`src/rtl/spi_slave_sync_if.sv`:
```
// SPI pin and register-bank handshake bundle for spi_slave_sync.
// master: MCU/bench side driving the pins and readback word; slave: the front end.
interface spi_slave_sync_if #(
    parameter int unsigned WIDTH = 16
);
    logic             spi_clk;
    logic             spi_cs;
    logic             spi_special;
    logic             spi_mosi;
    logic             spi_miso;
    logic [WIDTH-1:0] tx_word;
    logic             tx_ack;
    logic [WIDTH-1:0] rx_word;
    logic             rx_valid;
    logic             frame_err;
    logic             busy;

    modport master (
        output spi_clk, spi_cs, spi_special, spi_mosi, tx_word,
        input  spi_miso, tx_ack, rx_word, rx_valid, frame_err, busy
    );

    modport slave (
        input  spi_clk, spi_cs, spi_special, spi_mosi, tx_word,
        output spi_miso, tx_ack, rx_word, rx_valid, frame_err, busy
    );
endinterface

```
`src/rtl/spi_slave_sync.sv`:
```
// Oversampling SPI slave front end: frames are decoded entirely in the clk domain.
// Optional SPI_SLAVE_SYNC_ECHO_EN: frame start loads the last valid rx_word for MISO loopback.
module spi_slave_sync #(
    parameter int unsigned WIDTH       = 16,
    parameter int unsigned SYNC_STAGES = 2
) (
    input logic             clk,
    input logic             rst_n,
    spi_slave_sync_if.slave bus
);
    localparam int unsigned CNT_W = $clog2(WIDTH + 2);

    typedef enum logic [1:0] {
        IDLE  = 2'd0,
        SHIFT = 2'd1,
        DONE  = 2'd2
    } state_t;

    // Asynchronous assertion, synchronised release
    logic [1:0] rst_sync;
    logic       rst_i_n;

    always_ff @(posedge clk or negedge rst_n) begin
        if (!rst_n) rst_sync <= '0;
        else        rst_sync <= {rst_sync[0], 1'b1};
    end
    assign rst_i_n = rst_sync[1];

    logic [SYNC_STAGES-1:0] sck_s, mosi_s, cs_s, spc_s;
    logic                   sck_h, cs_h;
    logic [SYNC_STAGES:0]   settle;
    logic                   armed;

    always_ff @(posedge clk or negedge rst_i_n) begin
        if (!rst_i_n) begin
            sck_s  <= '0;
            mosi_s <= '0;
            cs_s   <= '1;
            spc_s  <= '1;
            sck_h  <= 1'b0;
            cs_h   <= 1'b1;
            settle <= '0;
            armed  <= 1'b0;
        end else begin
            sck_s  <= {sck_s[SYNC_STAGES-2:0], bus.spi_clk};
            mosi_s <= {mosi_s[SYNC_STAGES-2:0], bus.spi_mosi};
            cs_s   <= {cs_s[SYNC_STAGES-2:0], bus.spi_cs};
            spc_s  <= {spc_s[SYNC_STAGES-2:0], bus.spi_special};
            sck_h  <= sck_s[SYNC_STAGES-1];
            cs_h   <= cs_s[SYNC_STAGES-1];
            settle <= {settle[SYNC_STAGES-1:0], 1'b1};
            // A frame already in progress at reset release must not look like a fresh cs_fall
            armed  <= armed | (settle[SYNC_STAGES] & cs_s[SYNC_STAGES-1]);
        end
    end

    logic sck_sync, mosi_sync, cs_sync, spc_sync;
    logic sck_rise, sck_fall, cs_rise, cs_fall;

    assign sck_sync  = sck_s[SYNC_STAGES-1];
    assign mosi_sync = mosi_s[SYNC_STAGES-1];
    assign cs_sync   = cs_s[SYNC_STAGES-1];
    assign spc_sync  = spc_s[SYNC_STAGES-1];
    assign sck_rise  = sck_sync & ~sck_h;
    assign sck_fall  = ~sck_sync & sck_h;
    assign cs_rise   = cs_sync & ~cs_h;
    assign cs_fall   = ~cs_sync & cs_h & armed;

    state_t state, state_nxt;

    logic [CNT_W-1:0] bit_cnt, bit_cnt_nxt;
    logic [WIDTH-1:0] rx_shift, rx_shift_nxt;
    logic [WIDTH-2:0] tx_shift, tx_shift_nxt;
    logic [WIDTH-1:0] rx_word_q, rx_word_nxt;
    logic [WIDTH-1:0] load_word;
    logic             miso_q, miso_nxt;
    logic             tx_ack_q, tx_ack_nxt;
    logic             rx_valid_q, rx_valid_nxt;
    logic             frame_err_q, frame_err_nxt;
    logic             busy_q;

`ifdef SPI_SLAVE_SYNC_ECHO_EN
    assign load_word = rx_word_q;
`else
    assign load_word = bus.tx_word;
`endif

    always_ff @(posedge clk or negedge rst_i_n) begin
        if (!rst_i_n) state <= IDLE;
        else          state <= state_nxt;
    end

    // Priority in SHIFT: special abort, then cs_rise, then sck edges
    always_comb begin
        state_nxt = state;
        case (state)
            IDLE:    if (cs_fall && !spc_sync) state_nxt = SHIFT;
            SHIFT: begin
                if (spc_sync)     state_nxt = IDLE;
                else if (cs_rise) state_nxt = DONE;
            end
            DONE:    state_nxt = IDLE;
            default: state_nxt = IDLE;
        endcase
    end

    // miso_q is the MSB of the logical tx shift register; tx_shift holds the bits still to send
    always_comb begin
        bit_cnt_nxt   = bit_cnt;
        rx_shift_nxt  = rx_shift;
        tx_shift_nxt  = tx_shift;
        rx_word_nxt   = rx_word_q;
        miso_nxt      = 1'b0;
        tx_ack_nxt    = 1'b0;
        rx_valid_nxt  = 1'b0;
        frame_err_nxt = 1'b0;
        case (state)
            IDLE: begin
                if (cs_fall && !spc_sync) begin
                    bit_cnt_nxt  = '0;
                    rx_shift_nxt = '0;
                    tx_shift_nxt = load_word[WIDTH-2:0];
                    miso_nxt     = load_word[WIDTH-1];
                    tx_ack_nxt   = 1'b1;
                end
            end
            SHIFT: begin
                miso_nxt = miso_q;
                if (spc_sync) begin
                    frame_err_nxt = 1'b1;
                    miso_nxt      = 1'b0;
                end else if (cs_rise) begin
                    miso_nxt = 1'b0;
                end else begin
                    if (sck_fall) begin
                        rx_shift_nxt = {rx_shift[WIDTH-2:0], mosi_sync};
                        if (bit_cnt != CNT_W'(WIDTH + 1)) bit_cnt_nxt = bit_cnt + CNT_W'(1);
                    end
                    // The leading rise re-launches the MSB already on the pin; later rises advance
                    if (sck_rise && bit_cnt != '0) begin
                        miso_nxt     = tx_shift[WIDTH-2];
                        tx_shift_nxt = {tx_shift[WIDTH-3:0], 1'b0};
                    end
                end
            end
            DONE: begin
                if (bit_cnt == CNT_W'(WIDTH)) begin
                    rx_word_nxt  = rx_shift;
                    rx_valid_nxt = 1'b1;
                end else begin
                    frame_err_nxt = 1'b1;
                end
            end
            default: miso_nxt = 1'b0;
        endcase
    end

    always_ff @(posedge clk or negedge rst_i_n) begin
        if (!rst_i_n) begin
            bit_cnt     <= '0;
            rx_shift    <= '0;
            tx_shift    <= '0;
            rx_word_q   <= '0;
            miso_q      <= 1'b0;
            tx_ack_q    <= 1'b0;
            rx_valid_q  <= 1'b0;
            frame_err_q <= 1'b0;
            busy_q      <= 1'b0;
        end else begin
            bit_cnt     <= bit_cnt_nxt;
            rx_shift    <= rx_shift_nxt;
            tx_shift    <= tx_shift_nxt;
            rx_word_q   <= rx_word_nxt;
            miso_q      <= miso_nxt;
            tx_ack_q    <= tx_ack_nxt;
            rx_valid_q  <= rx_valid_nxt;
            frame_err_q <= frame_err_nxt;
            busy_q      <= (state_nxt == SHIFT);
        end
    end

    assign bus.spi_miso  = miso_q;
    assign bus.tx_ack    = tx_ack_q;
    assign bus.rx_word   = rx_word_q;
    assign bus.rx_valid  = rx_valid_q;
    assign bus.frame_err = frame_err_q;
    assign bus.busy      = busy_q;
endmodule

```
`src/flat_wrapper.sv`:
```
// flat-port wrapper written by rule: the top's interface ports become plain ports
module spi_slave_sync_flat 
#(
    parameter int unsigned WIDTH       = 16,
    parameter int unsigned SYNC_STAGES = 2
)
  (clk, rst_n, bus_spi_clk, bus_spi_cs, bus_spi_special, bus_spi_mosi, bus_tx_word, bus_spi_miso, bus_tx_ack, bus_rx_word, bus_rx_valid, bus_frame_err, bus_busy);
  spi_slave_sync_if #(.WIDTH(WIDTH)) bus_i ();
  input logic clk;
  input logic rst_n;
  input wire logic [$bits(bus_i.spi_clk)-1:0] bus_spi_clk;
  input wire logic [$bits(bus_i.spi_cs)-1:0] bus_spi_cs;
  input wire logic [$bits(bus_i.spi_special)-1:0] bus_spi_special;
  input wire logic [$bits(bus_i.spi_mosi)-1:0] bus_spi_mosi;
  input wire logic [$bits(bus_i.tx_word)-1:0] bus_tx_word;
  output wire logic [$bits(bus_i.spi_miso)-1:0] bus_spi_miso;
  output wire logic [$bits(bus_i.tx_ack)-1:0] bus_tx_ack;
  output wire logic [$bits(bus_i.rx_word)-1:0] bus_rx_word;
  output wire logic [$bits(bus_i.rx_valid)-1:0] bus_rx_valid;
  output wire logic [$bits(bus_i.frame_err)-1:0] bus_frame_err;
  output wire logic [$bits(bus_i.busy)-1:0] bus_busy;
  assign bus_i.spi_clk = bus_spi_clk;
  assign bus_i.spi_cs = bus_spi_cs;
  assign bus_i.spi_special = bus_spi_special;
  assign bus_i.spi_mosi = bus_spi_mosi;
  assign bus_i.tx_word = bus_tx_word;
  assign bus_spi_miso = bus_i.spi_miso;
  assign bus_tx_ack = bus_i.tx_ack;
  assign bus_rx_word = bus_i.rx_word;
  assign bus_rx_valid = bus_i.rx_valid;
  assign bus_frame_err = bus_i.frame_err;
  assign bus_busy = bus_i.busy;
  spi_slave_sync #(.WIDTH(WIDTH), .SYNC_STAGES(SYNC_STAGES)) u_core (.clk(clk), .rst_n(rst_n), .bus(bus_i));
endmodule
```
`config.mk`:
```
export PLATFORM = sky130hd
export DESIGN_NAME = spi_slave_sync_flat
export DESIGN_NICKNAME = d
export VERILOG_FILES = /design/src/rtl/spi_slave_sync_if.sv /design/src/rtl/spi_slave_sync.sv /design/src/flat_wrapper.sv
export SDC_FILE = /design/constraint.sdc
export NUM_CORES = 1
export LEC_CHECK = 0
export BUFFER_PORTS_ARGS = -buffer_cell sky130_fd_sc_hd__buf_2
export CAP_MARGIN = 20
export CORE_MARGIN = 2
export CORE_UTILIZATION = 59
export CTS_BUF_LIST = sky130_fd_sc_hd__clkbuf_2
export CTS_CLUSTER_DIAMETER = 100
export DETAILED_ROUTE_END_ITERATION = 7
export PLACE_DENSITY = 0.82
export SLEW_MARGIN = 20
export SYNTH_ARGS = -nofsm -noshare
export SYNTH_HDL_FRONTEND = slang
export SYNTH_SLANG_ARGS = --single-unit
export TNS_END_PERCENT = 5
```
`constraint.sdc`:
```
create_clock -name clk -period 2.9 [get_ports clk]
set_input_delay 0.29 -clock clk [delete_from_list [all_inputs] [get_ports clk]]
set_output_delay 0.29 -clock clk [all_outputs]
set_load 0.02 [all_outputs]
```
# Yosys cells after proc, flatten, opt, wreduce, memory -nomap -nowiden
# Cells that the tools add are included.
[classes] add_sub_neg=1 reduce_logical=10 bitwise=11 n_eq_ne=12 n_mux=32
[op_table] operator="$mux W16" count=4
[op_table] operator="$mux W15" count=4
[op_table] operator="$pmux W16 S2" count=1
[op_table] operator="$pmux W15 S2" count=1
[op_table] operator="$mux W5" count=5
[op_table] operator="$mux W1" count=10
[op_table] operator="$pmux W5 S2" count=1
[op_table] operator="$reduce_and A5 Y1" count=2
[op_table] operator="$ne A2 B1 Y1 const B" count=4
[op_table] operator="$and A1 B1 Y1" count=6
[op_table] operator="$mux W2" count=3
[op_table] operator="$reduce_and A6 Y1" count=1
[op_table] operator="$add A5 B1 Y5 const B" count=1
[op_table] operator="$eq A5 B5 Y1 const B" count=1
[op_table] operator="$ne A5 B5 Y1 const B" count=1
[op_table] operator="$reduce_bool A5 Y1" count=1
[op_table] operator="$eq A2 B1 Y1 const B" count=2
[op_table] operator="$ne A2 B2 Y1 const B" count=2
[op_table] operator="$ne A4 B1 Y1 const B" count=1
[op_table] operator="$not A1 Y1" count=4
[op_table] operator="$pmux W1 S2" count=2
[op_table] operator="$pmux W2 S2" count=1
[op_table] operator="$eq A2 B2 Y1 const B" count=1
[op_table] operator="$logic_and A1 B1 Y1" count=2
[op_table] operator="5 further kinds" count=5
[totals] regBits=75 in_bits=22

# Longest topological paths before layout
# Gate-level depths: netlist of the first run.
[logic_depth] ltp_word=7 ltp_mapped=8 ltp_nobuf=6

# Worst setup path after synthesis of the first run
# Ideal clock, no wire load.
[synth_path] path_type="reg2reg" start="register u_core.state[0]" end="register u_core.rx_shift[10]" period_less_slack_ps=1832 n_path_buf=2 arrival_time_ps=1711 path_stages_with_launch=9 path_slack_ps=1068 cell_sequence="dfrtp_1 -> inv_1 -> ha_1 -> nor2b_1 -> a22o_1 -> and4b_1 -> buf_2 -> buf_4 -> a22o_1"
[synth_between] elab_chain_len=3
[synth_rtl] element="start, declared" line="spi_slave_sync.sv:69" rtl="state_t state, state_nxt;"
[synth_rtl] element="start signal, assigned" line="spi_slave_sync.sv:90" rtl="else state <= state_nxt;"
[synth_rtl] element="$eq A2 B1 Y1 or $logic_not A2 Y1 (tied branches)" line="spi_slave_sync.sv:117" rtl="case (state)"
[synth_rtl] element="$ne A2 B2 Y1 (no source line) (tied with other cells)"
[synth_rtl] element="$reduce_and A5 Y1 (no source line)"
[synth_rtl] element="end signal, assigned" line="spi_slave_sync.sv:171" rtl="rx_shift <= rx_shift_nxt;"
[synth_rtl] element="end, declared" line="spi_slave_sync.sv:72" rtl="logic [WIDTH-1:0] rx_shift, rx_shift_nxt;"
# Several ways; a longest one is shown, not always the timed one.
# A chain may end at the register's enable or synchronous reset.

# Worst setup path in the final report of the first run
[layout_path] start="register u_core.state[1]" end="register u_core.rx_shift[0]"
# The elaborated chain is that of the path after synthesis.

==> results.py, run 1 <==
metrics = {
    "status": {
        "outcome": "complete, no violations",
    },
    "synth": {
        "synth_top_area_cell": "dfrtp_1",
        "yosys-top-cells-area": "dfrtp_1 (58%), mux2_2 (5.9%), a22o_1 (5.2%), mux2i_1 (4.6%), dfstp_2 (4.3%)",
        "synth-seq-cells": 75,
        "yosysTopAreaCellShare_pct": 57.7,
        "synth.cell_area_mm2": 0.00304,
        "syn_inst": 231,
        "synth_edf_count": 0,
        "async_flop_share_pct": 100,
        "syn_area_per_cell_um2": 13.1,
        "yosysMostFrequentCell": "dfrtp_1",
        "seq_area_frac_synth_pct": 62.0,
        "synth_ff_type": "dfrtp_1",
        "yosysWarnings": 0,
        "ys_types": 41,
        "synthTopCellsByCount": "dfrtp_1 (70), a21oi_1 (19), a22o_1 (18)",
    },
    "grt": {
        "grt_start_max_net_pins": 41,
        "antenna_found_initial": 0,
        "grt_pass1_wl_mm": 8.72,
        "grt_remaining_overflow": 0,
        "grt_pass1_vias": 1928,
        "grt_use_total_pct": 20.7,
    },
    "clock_network": {
        "numCtsBuffers": 9,
        "cts_num_sinks": 75,
        "cts_buffer_depth": 2,
        "clockRootBuffer": "clkbuf_2",
        "htree_levels": 3,
        "cts_tree": "done",
        "clkSlewWorstSetupHoldPaths_ns": 0.22,
        "clk_latency_ns": 0.53,
    },
    "timing": {
        "worst_slack_ns": 0.684,
        "rsz0062_at_grt": "no",
        "finalSetupTns_ns": 0,
        "worstMarginPinSlew_ns": 0.906,
        "fin_crit_sh_pct": 76.4,
        "fmaxAchievable_mhz": 451,
        "finalCriticalPeriod_ns": 2.22,
        "clock_skew_ns": 0.0370,
        "hold_violations": 0,
        "relSlewSlack_pct": 39.4,
        "finalSetupViolations": 0,
        "final_max_slew_viol_count": 0,
    },
    "min_path": {
        "hold_path.class": "in2async",
    },
    "power_and_ir_drop": {
        "power.leakage_nw": 1.70,
        "ir_drop_mv": 0.443,
        "power_density_mw_per_mm2": 734,
        "total_power_mw": 2.57,
    },
    "floorplan": {
        "rows": 26,
        "dieArea_mm2": 0.00573,
        "core_area_mm2": 0.00504,
        "ios": 43,
        "die_w_um": 75.7,
        "start_util_pct": 60.2,
        "fp.dieH_um": 75.7,
    },
    "critical_path": {
        "r2r-end": "u_core.rx_shift[0]",
        "critPathMaxFanout": 16,
        "cp-start-kind": "register",
        "critPathKind": "reg2reg",
        "cp-endpoint": "u_core.rx_shift[0]",
        "startpoint": "u_core.state[1]",
        "r2r_start": "u_core.state[1]",
        "required_ns": 3.35,
        "worstSetupEndpointType": "register",
        "r2r_slack_ns": 0.68,
        "r2r_cells": 6,
        "critPathArrivalTime_ns": 2.67,
    },
    "finish": {
        "area_growth_pct": 15.4,
        "nNetsFinal": 312,
        "fin_area_mm2": 0.00350,
        "drive_gt1_share_pct": 30.8,
        "diodes": 0,
    },
    "route": {
        "wl_per_cell_um": 14.6,
        "vias": 1958,
        "drt_iter0_markers": 102,
        "drc": 0,
        "avgViaCountPerCell": 5.45,
        "drt_first_pass_iters": 4,
        "wl_mm": 5.25,
        "antenna_left": 0,
    },
    "place": {
        "place_area_mm2": 0.00334,
        "hpwl_mm": 3.62,
        "io_buffers": 42,
        "gp_congestion": 0.842,
        "pre_cts_ws_ns": 0.736,
    },
    "job": {
        "max-cap-violations": 0,
    },
}
[worst min-delay path by stage]
stage | from | endpoint | slack [ns] | cells past startpoint
after floorplan | rst_n | u_core.rst_sync[0] | -0.006 | 0
after global placement | rst_n | u_core.rst_sync[0] | 0.08 | 1
after detailed placement | rst_n | u_core.rst_sync[0] | 0.08 | 1
after CTS | rst_n | u_core.rst_sync[1] | 0.02 | 2
after global routing | rst_n | u_core.rst_sync[1] | 0.03 | 2
final | rst_n | u_core.rst_sync[1] | 0.03 | 2
[routing by layer]
layer  wire length, um  global-route usage [%]  part of all wire [%]
met1              2470                    28.3                    47
met2              2470                    31.0                    47
met4               134                    11.5                   2.6
met5                 0                       0                     0
met3               183                    4.50                   3.5
[per-stage QoR]
stage	hold WS (ns)	cells	util [%]
after global routing	0.0268	359	69.5
after detailed placement	0.0759	336	66.2
after global placement	0.0761	336	66.2
after CTS	0.0175	359	69.5
after floorplan	-0.00559	232	-
final	0.0318	359	69.5
[where the power goes]
part           internal (mW)  leakage, nW  switching, mW  total, mW
Sequential              1.19        0.948          0.105       1.30
Combinational          0.314        0.691          0.459      0.774
Clock                  0.117       0.0587          0.380      0.497
[worst max-delay path, stage by stage, from the launching register on]
cell	delay, ns
dfrtp_1	0.44
inv_1	0.08
ha_1	0.35
nor2b_1	0.32
a22o_1	0.19
and4b_1	0.57
a22o_1	0.21
[placed cells by master, fill, tap and decap left out, drive strengths merged, types with 2 or more instances in the layout]
master / Yosys / final
a21oi: 19 / 19
a22o: 18 / 18
a22oi: 2 / 2
a31oi: 14 / 14
buf: 8 / 46
clkbuf: 4 / 9
clkinv: 0 / 3
clkinvlp: 0 / 2
conb: 1 / 2
dfrtp: 70 / 70
dfstp: 5 / 5
dlygate4sd3: 0 / 7
ha: 6 / 6
inv: 9 / 11
mux2: 16 / 16
mux2i: 14 / 14
nand2: 6 / 6
nand2b: 2 / 2
nand3: 4 / 4
nor2: 2 / 2
nor2b: 2 / 2
o21a: 2 / 2
o21ai: 5 / 5
o31ai: 4 / 4
or4: 3 / 3
[logic make-up after synthesis]
family,after synthesis,share of synthesized area (%)
other cells,1,0.124
flops,75,62.0
simple gates,30,6.14
buf+inv,21,3.05
compound gates,68,15.6
mux,30,10.6
fa+ha+maj,6,2.47
[cell type report]
type                            count  area [um2]
Tap cell                           70        87.6
Clock buffer                        9        45.0
Timing Repair Buffer               53         323
Inverter                            9        33.8
Clock inverter                      7        51.3
Multi-Input combinational cell    136        1080
Sequential cell                    75        1880
Fill cell                         363        1540
[registers in the layout, summed over array words and instances (netlist names), 2 cells and up]
register	count
u_core.bit_cnt	5
u_core.bus.rx_word	16
u_core.cs_s	2
u_core.mosi_s	2
u_core.rst_sync	2
u_core.rx_shift	16
u_core.sck_s	2
u_core.settle	3
u_core.spc_s	2
u_core.state	2
u_core.tx_shift	15
[timing repair]
item,CTS,global route
endpoints found under the hold margin,8,0
resized for setup,0,0
setup buffers,0,0
hold buffers,7,0
Note: power is estimated with default switching activity, not from simulation.
==> run 2: changes to the inputs <==
--- a/config.mk
+++ b/config.mk
@@ -8,11 +8,11 @@
 export BUFFER_PORTS_ARGS = -buffer_cell sky130_fd_sc_hd__buf_2
 export CAP_MARGIN = 20
 export CORE_MARGIN = 2
-export CORE_UTILIZATION = 59
+export CORE_UTILIZATION = 53
 export CTS_BUF_LIST = sky130_fd_sc_hd__clkbuf_2
 export CTS_CLUSTER_DIAMETER = 100
 export DETAILED_ROUTE_END_ITERATION = 7
-export PLACE_DENSITY = 0.82
+export PLACE_DENSITY = 0.78
 export SLEW_MARGIN = 20
 export SYNTH_ARGS = -nofsm -noshare
 export SYNTH_HDL_FRONTEND = slang
==> constraint.sdc (replaced) <==
create_clock -name clk -period 1.9 [get_ports clk]
set_input_delay 0.19 -clock clk [delete_from_list [all_inputs] [get_ports clk]]
set_output_delay 0.19 -clock clk [all_outputs]
set_load 0.02 [all_outputs]
==> results.py, run 2 (synthesized netlist as in run 1, its figures left out) <==
metrics = {
    "route": {
        "vias": 2154,
        "avgViaCountPerCell": 5.55,
        "antenna_left": 0,
        "wl_per_cell_um": 16.3,
        "wl_mm": 6.31,
        "drt_iter0_markers": 100,
        "drc": 0,
        "drt_first_pass_iters": 4,
    },
    "grt": {
        "antenna_found_initial": 0,
        "grt_use_total_pct": 20.1,
        "grt_start_max_net_pins": 41,
        "grt_pass1_wl_mm": 9.45,
        "grt_remaining_overflow": 0,
        "grt_pass1_vias": 2041,
    },
    "power_and_ir_drop": {
        "ir_drop_mv": 0.770,
        "power_density_mw_per_mm2": 1180,
        "power.leakage_nw": 1.88,
    },
    "clock_network": {
        "cts_num_sinks": 75,
        "clockRootBuffer": "clkbuf_2",
        "clk_latency_ns": 0.52,
        "numCtsBuffers": 9,
        "htree_levels": 3,
        "clkSlewWorstSetupHoldPaths_ns": 0.20,
        "cts_tree": "done",
        "cts_buffer_depth": 2,
    },
    "finish": {
        "final_cell_mix": "dfrtp_1 (69), buf_2 (42), dlygate4sd3_1 (20)",
        "drive_gt1_share_pct": 35.8,
        "diodes": 0,
        "area_growth_pct": 27.8,
        "nNetsFinal": 339,
        "fin_util_pct": 70.5,
        "final_common_cell": "dfrtp_1",
    },
    "place": {
        "pre_cts_ws_ns": -0.0139,
        "io_buffers": 42,
        "gp_congestion": 0.743,
        "hpwl_mm": 3.68,
    },
    "timing": {
        "hold_violations": 0,
        "fmaxAchievable_mhz": 547,
        "fin_crit_sh_pct": 96.2,
        "final_max_slew_viol_count": 0,
        "finalCriticalPeriod_ns": 1.83,
        "finalSetupViolations": 0,
        "worst_slack_ns": 0.0727,
        "clock_skew_ns": 0.0294,
    },
    "critical_path": {
        "slowest_stage": "dfrtp_1",
        "critPathMaxStageDelay_ns": 0.46,
        "cp-start-kind": "register",
        "critPathArrivalTime_ns": 2.28,
        "r2r_slack_ns": 0.07,
        "cpMostUsedCell": "buf_4",
        "critPathMaxFanout": 6,
        "path_cells": "inv_2, buf_4, ha_1, nor4bb_1, o21a_2, buf_4, or2_2, o21ai_1",
        "critPathKind": "reg2reg",
        "path_delay_family": "flip-flops",
        "worstSetupEndpointType": "register",
        "required_ns": 2.35,
        "cp.buffers_inverters": 3,
    },
    "status": {
        "outcome": "complete, no violations",
    },
    "floorplan": {
        "core_area_mm2": 0.00551,
        "fp.dieH_um": 79.7,
        "die_w_um": 79.7,
        "rows": 27,
        "start_util_pct": 55.1,
        "ios": 43,
        "dieArea_mm2": 0.00635,
    },
    "min_path": {
        "hold_path.class": "in2reg",
    },
    "job": {
        "max-cap-violations": 0,
    },
}
-- run 2: path summary, 6_finish.rpt --
check | start | to | depth (start not counted)
max in group asynchronous | u_core.rst_sync[1] | u_core.bus.rx_word[6] | 1
max | u_core.bit_cnt[1] | u_core.bit_cnt[0] | 8
min in group asynchronous | u_core.rst_sync[1] | u_core.mosi_s[0] | 0
min reg2reg | u_core.rst_sync[1] | u_core.mosi_s[0] | 0
max reg2reg | u_core.bit_cnt[1] | u_core.bit_cnt[0] | 8
min | bus_tx_word[9] | u_core.tx_shift[9] | 3
-- run 2: where the power goes --
part | leakage (nW) | switching, mW | internal [mW]
clock network | 0.0777 | 0.575 | 0.316
logic | 0.857 | 0.885 | 0.816
registers | 0.948 | 0.144 | 1.82
-- run 2: metrics by stage --
step	cells	power [mW]	instance area (um2)	TNS [ns]	hold slack, ns
detailed placement	347	3.33	3420	-0.0184	-0.0216
global placement	347	3.26	3420	0	-0.0238
floorplan	232	2.88	3040	0	-0.106
CTS	381	4.24	3720	0	0.0101
finish	388	4.56	3880	0	0.0331
global route	388	4.82	3880	-0.0564	0.00125
-- run 2: layer usage --
metal | vias up | share of wire (%) | wire length (um) | GRT usage, %
li1 | 1018 | - | - | -
met1 | 1084 | 43 | 2740 | 25.0
met2 | 44 | 52 | 3280 | 32.5
met3 | 8 | 3.3 | 210 | 6.45
met4 | 0 | 1.3 | 81 | 7.93
met5 | - | 0 | 0 | 0
-- run 2: final cells by class --
type,instances,area [um2]
Sequential cell,75,1880
Fill cell,374,1630
Multi-Input combinational cell,136,1130
Timing Repair Buffer,80,617
Tap cell,72,90.1
Clock inverter,7,77.6
Clock buffer,9,45.0
Inverter,9,33.8
-- run 2: worst register-to-register path: stages (launching register included) --
cell	delay (ns)
dfrtp_1	0.46
inv_2	0.08
buf_4	0.13
ha_1	0.15
nor4bb_1	0.12
o21a_2	0.27
buf_4	0.15
or2_2	0.29
o21ai_1	0.13
-- run 2: what timing repair did --
item / 4_1_cts / 5_1_grt
endpoints found under the setup margin: 16 / 17
cloned: 0 / 3
hold buffers: 18 / 2
endpoints found under the hold margin: 18 / 2
pin swaps: 0 / 7
gates resized for setup: 1 / 16
buffers inserted: 0 / 3
